<file path="src/rtl/hazard_ctrl_if.sv">
// ---------------------------------------------------------------------------
// hazard_ctrl_if
//   Bundle between the ID stage / pipeline control and the hazard controller.
//   master : ID-stage side, drives decoded source/destination info and
//            receives forwarding selects and hold/stall/bubble/flush controls.
//   slave  : hazard controller side.
//   Signals:
//     id_valid, id_rs_idx, id_rm_idx, id_uses_rs, id_uses_rm, id_uses_t,
//     id_dst_idx, id_is_load, branch_taken, mem_ram_access  (ID -> ctrl)
//     fwd_rs_sel, fwd_rm_sel, fwd_t_sel, pc_hold, stall_id, if_bubble,
//     flush_if                                              (ctrl -> ID)
// ---------------------------------------------------------------------------
interface hazard_ctrl_if;
  logic       id_valid;
  logic [3:0] id_rs_idx;
  logic [3:0] id_rm_idx;
  logic       id_uses_rs;
  logic       id_uses_rm;
  logic       id_uses_t;
  logic [3:0] id_dst_idx;
  logic       id_is_load;
  logic       branch_taken;
  logic       mem_ram_access;

  logic [1:0] fwd_rs_sel;
  logic [1:0] fwd_rm_sel;
  logic [1:0] fwd_t_sel;
  logic       pc_hold;
  logic       stall_id;
  logic       if_bubble;
  logic       flush_if;

  modport master (
    output id_valid, id_rs_idx, id_rm_idx, id_uses_rs, id_uses_rm, id_uses_t,
           id_dst_idx, id_is_load, branch_taken, mem_ram_access,
    input  fwd_rs_sel, fwd_rm_sel, fwd_t_sel, pc_hold, stall_id, if_bubble,
           flush_if
  );

  modport slave (
    input  id_valid, id_rs_idx, id_rm_idx, id_uses_rs, id_uses_rm, id_uses_t,
           id_dst_idx, id_is_load, branch_taken, mem_ram_access,
    output fwd_rs_sel, fwd_rm_sel, fwd_t_sel, pc_hold, stall_id, if_bubble,
           flush_if
  );
endinterface

</file>
<file path="src/rtl/hazard_ctrl.sv">
// ---------------------------------------------------------------------------
// hazard_ctrl
//   Hazard controller for the 16-bit five-stage core (IF/ID/EX/MEM/WB).
//   Tracks destination tags of the instructions in EX, MEM and WB, derives
//   operand and T-flag forwarding selects for the ALU inputs, inserts a
//   load-use bubble into EX, and holds PC/IF while MEM borrows the shared RAM.
//
//   Ports:
//     clk            core clock, rising edge
//     rst            synchronous reset, active-high
//     hz (slave)     ID-side bundle, see hazard_ctrl_if
//   Optional (macro HAZARD_PERF_EN):
//     perf_stall_cnt saturating count of cycles with pc_hold=1
//     perf_lu_cnt    saturating count of load-use stall entries
//
//   Forward select encoding: 0 regfile, 1 EX, 2 MEM, 3 WB result.
// ---------------------------------------------------------------------------
module hazard_ctrl #(
  parameter int unsigned MEM_WAIT_CYCLES = 1,
  parameter logic [3:0]  NONE_IDX        = 4'd15
) (
  input  logic         clk,
  input  logic         rst,
  hazard_ctrl_if.slave hz
`ifdef HAZARD_PERF_EN
  ,
  output logic [15:0]  perf_stall_cnt,
  output logic [15:0]  perf_lu_cnt
`endif
);

  localparam logic [3:0] T_IDX      = 4'd11;
  localparam logic [3:0] WAIT_RELOAD = 4'(MEM_WAIT_CYCLES - 1);

  typedef struct packed {
    logic       vld;
    logic [3:0] idx;
    logic       ld;
  } tag_t;

  typedef enum logic [1:0] {
    IDLE     = 2'd0,
    LU_STALL = 2'd1,
    SM_WAIT  = 2'd2
  } state_t;

  tag_t   ex_tag_q, mem_tag_q, wb_tag_q;
  tag_t   ex_tag_d;
  state_t state_q;
  logic [3:0] cnt_q;

  logic lu;
  logic stall;
  logic hold;

  function automatic logic tag_hit(input tag_t t, input logic [3:0] idx);
    return t.vld && (t.idx == idx) && (idx != NONE_IDX);
  endfunction

  // Youngest producer wins; a load still in EX cannot forward yet, so the
  // search falls through to older stages (the load-use stall covers it).
  function automatic logic [1:0] fwd_sel(input logic used, input logic [3:0] idx,
                                         input tag_t ex, input tag_t mem,
                                         input tag_t wb);
    logic [1:0] sel;
    sel = 2'd0;
    if (used && idx != NONE_IDX) begin
      if (tag_hit(ex, idx) && !ex.ld) sel = 2'd1;
      else if (tag_hit(mem, idx))     sel = 2'd2;
      else if (tag_hit(wb, idx))      sel = 2'd3;
    end
    return sel;
  endfunction

  always_comb begin
    lu = hz.id_valid && ex_tag_q.vld && ex_tag_q.ld &&
         ((hz.id_uses_rs && tag_hit(ex_tag_q, hz.id_rs_idx)) ||
          (hz.id_uses_rm && tag_hit(ex_tag_q, hz.id_rm_idx)) ||
          (hz.id_uses_t  && tag_hit(ex_tag_q, T_IDX)));
  end

  assign stall = !rst && lu;
  assign hold  = !rst && (lu || state_q == SM_WAIT);

  assign hz.stall_id   = stall;
  assign hz.pc_hold    = hold;
  assign hz.if_bubble  = !rst && (state_q == SM_WAIT) && !lu;
  // A branch that needs a stalled load is re-resolved once the stall clears.
  assign hz.flush_if   = !rst && hz.branch_taken && !lu;

  assign hz.fwd_rs_sel = (rst || !hz.id_valid) ? 2'd0 :
                         fwd_sel(hz.id_uses_rs, hz.id_rs_idx, ex_tag_q, mem_tag_q, wb_tag_q);
  assign hz.fwd_rm_sel = (rst || !hz.id_valid) ? 2'd0 :
                         fwd_sel(hz.id_uses_rm, hz.id_rm_idx, ex_tag_q, mem_tag_q, wb_tag_q);
  assign hz.fwd_t_sel  = (rst || !hz.id_valid) ? 2'd0 :
                         fwd_sel(hz.id_uses_t, T_IDX, ex_tag_q, mem_tag_q, wb_tag_q);

  always_comb begin
    ex_tag_d = '0;
    if (hz.id_valid && !lu && hz.id_dst_idx != NONE_IDX) begin
      ex_tag_d.vld = 1'b1;
      ex_tag_d.idx = hz.id_dst_idx;
      ex_tag_d.ld  = hz.id_is_load;
    end
  end

  // Tag pipeline: ID -> EX -> MEM -> WB
  always_ff @(posedge clk) begin
    if (rst) begin
      ex_tag_q  <= '0;
      mem_tag_q <= '0;
      wb_tag_q  <= '0;
    end else begin
      ex_tag_q  <= ex_tag_d;
      mem_tag_q <= ex_tag_q;
      wb_tag_q  <= mem_tag_q;
    end
  end

  // Hazard FSM: LU_STALL marks the cycle after a load-use bubble; SM_WAIT
  // holds fetch while MEM owns the shared RAM.
  always_ff @(posedge clk) begin
    if (rst) begin
      state_q <= IDLE;
      cnt_q   <= 4'd0;
    end else begin
      case (state_q)
        IDLE: begin
          if (lu) begin
            state_q <= LU_STALL;
          end else if (hz.mem_ram_access) begin
            state_q <= SM_WAIT;
            cnt_q   <= WAIT_RELOAD;
          end
        end
        LU_STALL: begin
          if (hz.mem_ram_access) begin
            state_q <= SM_WAIT;
            cnt_q   <= WAIT_RELOAD;
          end else begin
            state_q <= IDLE;
          end
        end
        SM_WAIT: begin
          if (hz.mem_ram_access) begin
            cnt_q <= WAIT_RELOAD;
          end else if (cnt_q == 4'd0) begin
            state_q <= IDLE;
          end else begin
            cnt_q <= cnt_q - 4'd1;
          end
        end
        default: begin
          state_q <= IDLE;
          cnt_q   <= 4'd0;
        end
      endcase
    end
  end

`ifdef HAZARD_PERF_EN
  always_ff @(posedge clk) begin
    if (rst) begin
      perf_stall_cnt <= 16'd0;
      perf_lu_cnt    <= 16'd0;
    end else begin
      if (hold && perf_stall_cnt != 16'hFFFF)
        perf_stall_cnt <= perf_stall_cnt + 16'd1;
      if (state_q == IDLE && lu && perf_lu_cnt != 16'hFFFF)
        perf_lu_cnt <= perf_lu_cnt + 16'd1;
    end
  end
`endif

endmodule

</file>
<file path="src/flat_wrapper.sv">
// flat-port wrapper written by rule: the top's interface ports become plain ports
module hazard_ctrl_flat 
#(
  parameter int unsigned MEM_WAIT_CYCLES = 1,
  parameter logic [3:0]  NONE_IDX        = 4'd15
)
  (clk, rst, hz_id_valid, hz_id_rs_idx, hz_id_rm_idx, hz_id_uses_rs, hz_id_uses_rm, hz_id_uses_t, hz_id_dst_idx, hz_id_is_load, hz_branch_taken, hz_mem_ram_access, hz_fwd_rs_sel, hz_fwd_rm_sel, hz_fwd_t_sel, hz_pc_hold, hz_stall_id, hz_if_bubble, hz_flush_if);
  hazard_ctrl_if hz_i ();
  input  logic clk;
  input  logic rst;
  input wire logic [$bits(hz_i.id_valid)-1:0] hz_id_valid;
  input wire logic [$bits(hz_i.id_rs_idx)-1:0] hz_id_rs_idx;
  input wire logic [$bits(hz_i.id_rm_idx)-1:0] hz_id_rm_idx;
  input wire logic [$bits(hz_i.id_uses_rs)-1:0] hz_id_uses_rs;
  input wire logic [$bits(hz_i.id_uses_rm)-1:0] hz_id_uses_rm;
  input wire logic [$bits(hz_i.id_uses_t)-1:0] hz_id_uses_t;
  input wire logic [$bits(hz_i.id_dst_idx)-1:0] hz_id_dst_idx;
  input wire logic [$bits(hz_i.id_is_load)-1:0] hz_id_is_load;
  input wire logic [$bits(hz_i.branch_taken)-1:0] hz_branch_taken;
  input wire logic [$bits(hz_i.mem_ram_access)-1:0] hz_mem_ram_access;
  output wire logic [$bits(hz_i.fwd_rs_sel)-1:0] hz_fwd_rs_sel;
  output wire logic [$bits(hz_i.fwd_rm_sel)-1:0] hz_fwd_rm_sel;
  output wire logic [$bits(hz_i.fwd_t_sel)-1:0] hz_fwd_t_sel;
  output wire logic [$bits(hz_i.pc_hold)-1:0] hz_pc_hold;
  output wire logic [$bits(hz_i.stall_id)-1:0] hz_stall_id;
  output wire logic [$bits(hz_i.if_bubble)-1:0] hz_if_bubble;
  output wire logic [$bits(hz_i.flush_if)-1:0] hz_flush_if;
  assign hz_i.id_valid = hz_id_valid;
  assign hz_i.id_rs_idx = hz_id_rs_idx;
  assign hz_i.id_rm_idx = hz_id_rm_idx;
  assign hz_i.id_uses_rs = hz_id_uses_rs;
  assign hz_i.id_uses_rm = hz_id_uses_rm;
  assign hz_i.id_uses_t = hz_id_uses_t;
  assign hz_i.id_dst_idx = hz_id_dst_idx;
  assign hz_i.id_is_load = hz_id_is_load;
  assign hz_i.branch_taken = hz_branch_taken;
  assign hz_i.mem_ram_access = hz_mem_ram_access;
  assign hz_fwd_rs_sel = hz_i.fwd_rs_sel;
  assign hz_fwd_rm_sel = hz_i.fwd_rm_sel;
  assign hz_fwd_t_sel = hz_i.fwd_t_sel;
  assign hz_pc_hold = hz_i.pc_hold;
  assign hz_stall_id = hz_i.stall_id;
  assign hz_if_bubble = hz_i.if_bubble;
  assign hz_flush_if = hz_i.flush_if;
  hazard_ctrl #(.MEM_WAIT_CYCLES(MEM_WAIT_CYCLES), .NONE_IDX(NONE_IDX)) u_core (.clk(clk), .rst(rst), .hz(hz_i));
endmodule
</file>
<file path="config.mk">
export PLATFORM = sky130hd
export DESIGN_NAME = hazard_ctrl_flat
export DESIGN_NICKNAME = d
export VERILOG_FILES = /design/src/rtl/hazard_ctrl_if.sv /design/src/rtl/hazard_ctrl.sv /design/src/flat_wrapper.sv
export SDC_FILE = /design/constraint.sdc
export NUM_CORES = 1
export LEC_CHECK = 0
export CAP_MARGIN = 20
export CORE_MARGIN = 2
export CORE_UTILIZATION = 50
export DETAILED_ROUTE_END_ITERATION = 12
export PLACE_DENSITY = 0.79
export RECOVER_POWER = 50
export SLEW_MARGIN = 10
export SYNTH_ARGS = -nofsm -noshare
export SYNTH_HDL_FRONTEND = slang
export SYNTH_SLANG_ARGS = --single-unit
export TNS_END_PERCENT = 10
</file>
<file path="constraint.sdc">
create_clock -name clk -period 4.1 [get_ports clk]
set_clock_uncertainty 0.2 [all_clocks]
set_input_delay 0.615 -clock clk [delete_from_list [all_inputs] [get_ports clk]]
set_output_delay 0.615 -clock clk [all_outputs]
set_load 0.02 [all_outputs]
</file>
==> impl_metrics.csv, run 1 <==
group,metric,value,unit
worst_setup_path,crit_arrival,2.82,ns
place,place_congestion,0.886,
layout,fill_cells,245,
synth,ys_seq_elements,22,
die,die_area,3220,um^2
layout,areaGrowthSynthToFinish,22.1,%
clock_network,path_clk_slew,0.11,ns
global_routing,globalRouteTotalUtil,0.208,
place,io_buffers,30,
worst_setup_path,worstSetupEndpointType,"output pin",
global_routing,grt-ovfl-total,0,
sta,fmax,275,MHz
place,hpwl,2410,um
global_routing,grt_util_met1,0.222,
routing,wl_per_cell,14.2,um
die,rows,19,
synth,ys_warn_count,0,
routing,vias,1243,
clock_network,post_cts_resized,0,
global_routing,grt_antenna_before_repair,0,
global_routing,gr-usage-met2,0.392,
layout,final_common_cell,"clkdlybuf4s50_1",
die,ioPinCount,31,
routing,wl,3090,um
global_routing,grt_busiest_layer,"met2",
run,max_cap_violations,0,
layout,multi_input_area,870,um^2
clock_network,cts_buffer_depth,2,
clock_network,cts_root_buffer,"clkbuf_4",
layout,ff_latch_area,440,um^2
sta,final-max-slew-violation-count,0,
clock_network,cts_buffers,3,
layout,drive_above_1_share,0.0695,
sta,min_period,3.64,ns
layout,n_antenna_cell,0,
synth,syn_inst,160,
clock_network,clock_sinks,22,
worst_setup_path,rr_worst_depth,6,
global_routing,use_met3,0.0392,
layout,final_cell_mix,"clkdlybuf4s50_1, dfxtp_1, nor2b_1, xor2_1, xnor2_1",
outcome,status,"finished clean",
clock_network,clk_latency,0.30,ns
die,die_w,56.8,um
sta,maxSlewHeadroom,0.409,
sta,setup_viol,0,
sta,hold_violations,0,
global_routing,grt_max_degree,21,
clock_network,ctsHoldBuffers,0,
worst_setup_path,worstPathRequired,3.28,ns
worst_setup_path,cp_max_fo,5,
routing,vias_per_cell,5.70,
synth,syn_area,1390,um^2
die,initial_utilization,0.514,
synth,synth_cell_types,39,
worst_setup_path,timing.rr.end,"u_core.cnt_q[1]$_SDFFE_PP0P_",
worst_setup_path,rr_startpoint,"u_core.cnt_q[0]$_SDFFE_PP0P_",
layout,nNetsFinal,211,
global_routing,grt_pass1_vias,1240,
power_and_ir_drop,fin_total_pwr,413,uW
clock_network,cts_tree,"done",
sta,rsz0062_at_grt,"no",
worst_setup_path,critPathKind,"primary input to output pin",
routing,postRouteAntennaNets,0,
synth,syn_nets,183,
sta,tightestPinTransition,0.887,ns
power_and_ir_drop,leakage,0.622,nW
synth,avgSynthCellArea,8.70,um^2
clock_network,cts_setup_buffers,0,
die,die_y,56.8,um
die,coreArea,2710,um^2
sta,period_share,0.887,
routing,drt_iter0_drc,28,
clock_network,cts.htree.levels,1,
worst_setup_path,crit_path_start,"hz_id_rs_idx[3]",
power_and_ir_drop,peakVddDrop,0.202,mV
global_routing,grt_pass1_wl,5420,um
worst_setup_path,reg2reg_slack,2.04,ns
power_and_ir_drop,power_density,243,nW/um^2
worst_hold_path,min_path_type,"flip-flop to flip-flop",
worst_setup_path,critPathLaunchType,"primary input",
routing,drc,0,
synth,ys_seq_area_frac,0.316,
routing,drt_first_pass_iters,4,
worst_setup_path,worstSetupEndpoint,"hz_fwd_rs_sel[1]",
sta,setup_tns,0,ns
==> how the worst min path moves through the flow <==
stage | cells after the start | slack [ns] | start | endpoint
after floorplan | 1 | 0.25 | u_core.ex_tag_q[5]$_SDFF_PP0_ | u_core.mem_tag_q[5]$_SDFF_PP0_
after global placement | 1 | 0.27 | u_core.ex_tag_q[5]$_SDFF_PP0_ | u_core.mem_tag_q[5]$_SDFF_PP0_
after detailed placement | 1 | 0.28 | u_core.ex_tag_q[5]$_SDFF_PP0_ | u_core.mem_tag_q[5]$_SDFF_PP0_
after CTS | 1 | 0.30 | u_core.ex_tag_q[5]$_SDFF_PP0_ | u_core.mem_tag_q[5]$_SDFF_PP0_
after global routing | 1 | 0.31 | u_core.ex_tag_q[5]$_SDFF_PP0_ | u_core.mem_tag_q[5]$_SDFF_PP0_
final | 1 | 0.30 | u_core.ex_tag_q[5]$_SDFF_PP0_ | u_core.mem_tag_q[5]$_SDFF_PP0_
==> cell usage after synthesis <==
library cell / count / area share
dfxtp_1: 22 / 0.32
nor2b_1: 16 / 0.072
xor2_1: 12 / 0.075
xnor2_1: 11 / 0.069
nor2_1: 10 / 0.027
a21oi_1: 9 / 0.032
nor3_1: 8 / 0.029
nand3_1: 7 / 0.025
nand4_1: 7 / 0.031
and2_1: 6 / 0.027
nand2_1: 6 / 0.016
a21o_1: 3 / 0.016
and3_1: 3 / 0.013
buf_6: 3 / 0.024
clkbuf_1: 3 / 0.0081
inv_1: 3 / 0.0081
nor4_1: 3 / 0.013
a211oi_1: 2 / 0.011
a211oi_2: 2 / 0.018
a21oi_2: 2 / 0.013
buf_2: 2 / 0.0072
ha_1: 2 / 0.018
nand2b_1: 2 / 0.0090
a221oi_2: 1 / 0.011
a31oi_1: 1 / 0.0045
and3_2: 1 / 0.0054
and3b_1: 1 / 0.0063
and4_1: 1 / 0.0063
nand2b_4: 1 / 0.0099
nand3_4: 1 / 0.013
nand3b_1: 1 / 0.0054
nand4b_1: 1 / 0.0063
nor3b_1: 1 / 0.0054
nor4_2: 1 / 0.0090
o21a_1: 1 / 0.0054
o21ai_0: 1 / 0.0036
o221ai_4: 1 / 0.019
or2_2: 1 / 0.0045
or3b_1: 1 / 0.0063
==> worst max-delay path: stages <==
cell and delay [ns]:
dlygate4sd3_1 0.63, and4_1 0.26, nor4_1 0.29, nand3_1 0.14, nor2b_1 0.15, nor3_1 0.12
clkdlybuf4s50_1 0.62
==> cells by family (layout without fill, tap and decap cells) <==
family          Yosys count  in the layout  share of synthesized area
xor+xnor                 23             23                      0.145
flops                    22             22                      0.316
compound gates           23             23                      0.133
fa+ha+maj                 2              2                     0.0180
buf+inv                  11             38                     0.0476
simple gates             79             79                      0.341
==> area by class of cell <==
class,instances,area share
clock buffer,4,0.0213
tap,31,0.0228
timing repair buffer,31,0.179
inverter,3,0.00662
multi-input combinational,127,0.511
sequential,22,0.259
==> flip-flops by register name, indices dropped and copies added, names as in the netlist <==
name	cells
u_core.state_q	2
u_core.ex_tag_q	6
u_core.mem_tag_q	5
u_core.wb_tag_q	5
u_core.cnt_q	4
==> where the power goes <==
group / internal, mW / switching [mW]
Sequential: 0.219 / 0.00795
Clock: 0.0541 / 0.0606
Combinational: 0.0377 / 0.0329
Total: 0.311 / 0.102
==> per-layer routing <==
layer	share of wire	wire [um]
met5	0	0
met2	0.52	1620
met4	0.023	72
met1	0.40	1240
met3	0.051	158
==> through the flow <==
step,hold slack [ns],util,worst slack [ns],cells,cell area [um^2]
floorplan,0.253,-,1.51,160,1390
global placement,0.266,0.621,0.569,214,1680
detailed placement,0.276,0.621,0.521,214,1680
CTS,0.296,0.635,0.519,218,1720
global route,0.309,0.627,0.263,218,1700
finish,0.299,0.627,0.464,218,1700
No activity file was read; power rests on OpenSTA's default activity.
==> run 2: changes to the inputs <==
==> constraint.sdc (replaced) <==
create_clock -name clk -period 3.93 [get_ports clk]
set_clock_uncertainty 0.2 [all_clocks]
set_input_delay 0.5895 -clock clk [delete_from_list [all_inputs] [get_ports clk]]
set_output_delay 0.5895 -clock clk [all_outputs]
set_load 0.02 [all_outputs]
==> impl_metrics.csv, run 2 (synthesis gave the netlist of run 1 again) <==
group,metric,value,unit
outcome,status,"finished clean",
routing,wl,3220,um
clock_network,cts_root_buffer,"clkbuf_4",
sta,setup_viol,0,
sta,setup_tns,0,ns
clock_network,clock_sinks,22,
worst_setup_path,cp_max_fo,5,
clock_network,path_clk_slew,0.10,ns
sta,maxSlewHeadroom,0.384,
sta,min_period,3.59,ns
global_routing,grt-ovfl-total,0,
clock_network,cts_buffer_depth,2,
global_routing,grt_pass1_wl,5640,um
sta,fmax,278,MHz
power_and_ir_drop,leakage,0.628,nW
worst_setup_path,worstSetupEndpointType,"output pin",
global_routing,grt_pass1_vias,1286,
worst_setup_path,critPathKind,"primary input to output pin",
run,max_cap_violations,0,
worst_hold_path,min_path_type,"flip-flop to flip-flop",
sta,final-max-slew-violation-count,0,
global_routing,globalRouteTotalUtil,0.227,
sta,period_share,0.915,
routing,drt_iter0_drc,53,
place,io_buffers,30,
clock_network,cts_tree,"done",
routing,drc,0,
die,die_area,3220,um^2
layout,n_antenna_cell,0,
die,ioPinCount,31,
layout,final_cell_mix,"clkdlybuf4s50_1, dfxtp_1, nor2b_1, xor2_1, xnor2_1",
routing,vias_per_cell,5.77,
layout,top_regs,"u_core.ex_tag_q x6, u_core.mem_tag_q x5, u_core.wb_tag_q x5",
layout,top_register,"u_core.ex_tag_q",
die,rows,19,
sta,hold_violations,0,
global_routing,grt_antenna_before_repair,0,
power_and_ir_drop,power_density,281,nW/um^2
clock_network,clk_latency,0.32,ns
layout,areaGrowthSynthToFinish,23.3,%
routing,wl_per_cell,14.8,um
clock_network,cts_buffers,3,
routing,drt_first_pass_iters,4,
clock_network,ctsHoldBuffers,0,
layout,fin_util,0.633,
clock_network,cts.htree.levels,1,
layout,drive_above_1_share,0.0695,
routing,postRouteAntennaNets,0,
sta,rsz0062_at_grt,"no",
layout,largest_register_ffs,6,
sta,tightestPinTransition,0.925,ns
worst_setup_path,worstPathRequired,3.14,ns
worst_setup_path,critPathLaunchType,"primary input",
die,initial_utilization,0.514,
clock_network,post_cts_resized,0,
global_routing,grt_max_degree,21,
place,place_congestion,0.884,
die,die_y,56.8,um
place,hpwl,2510,um
worst_setup_path,crit_arrival,2.81,ns
clock_network,cts_setup_buffers,0,
die,coreArea,2710,um^2
die,die_w,56.8,um
power_and_ir_drop,peakVddDrop,0.166,mV
routing,vias,1258,
layout,final_common_cell,"clkdlybuf4s50_1",
layout,nNetsFinal,211,
## run 2: layer usage
metal | vias to the layer above | GRT usage | part of all wire
li1 | 612 | - | -
met1 | 593 | 0.243 | 0.38
met2 | 42 | 0.422 | 0.54
met3 | 11 | 0.0346 | 0.049
met4 | 0 | 0.116 | 0.032
met5 | - | 0 | 0
## run 2: layout make-up
type | instances | area (um^2)
clock inverter | 1 | 30.0
multi-input combinational | 127 | 870
sequential | 22 | 440
tap | 31 | 38.8
clock buffer | 3 | 22.5
inverter | 3 | 11.3
fill | 235 | 993
timing repair buffer | 31 | 304
## run 2: power by group
group          internal, mW  switching (mW)  total, mW
Clock                 0.103          0.0682      0.171
Combinational        0.0393          0.0345     0.0739
Sequential            0.229         0.00820      0.237
## run 2: final timing paths
kind,start,endpoint,slack [ns],cells after the start
min,u_core.ex_tag_q[5]$_SDFF_PP0_,u_core.mem_tag_q[5]$_SDFF_PP0_,0.30,1
max,hz_id_rs_idx[3],hz_pc_hold,0.34,7
max reg2reg,u_core.cnt_q[0]$_SDFFE_PP0P_,u_core.cnt_q[1]$_SDFFE_PP0P_,1.81,6
min reg2reg,u_core.ex_tag_q[5]$_SDFF_PP0_,u_core.mem_tag_q[5]$_SDFF_PP0_,0.30,1
## run 2: metrics by stage
step	power [mW]	instance area, um^2	cells	setup slack (ns)	hold WS, ns
global route	0.507	1720	218	0.137	0.310
CTS	0.488	1740	218	0.356	0.293
floorplan	0.283	1390	160	1.39	0.253
detailed placement	0.317	1680	214	0.369	0.276
finish	0.482	1720	218	0.335	0.297
global placement	0.314	1680	214	0.453	0.266
## run 2: critical path: stages
cell             delay (ns)
dlygate4sd3_1          0.65
xnor2_1                0.20
nand4_1                0.19
o221ai_4               0.27
nand2_1                0.13
a21oi_1                0.14
clkdlybuf4s50_1        0.64
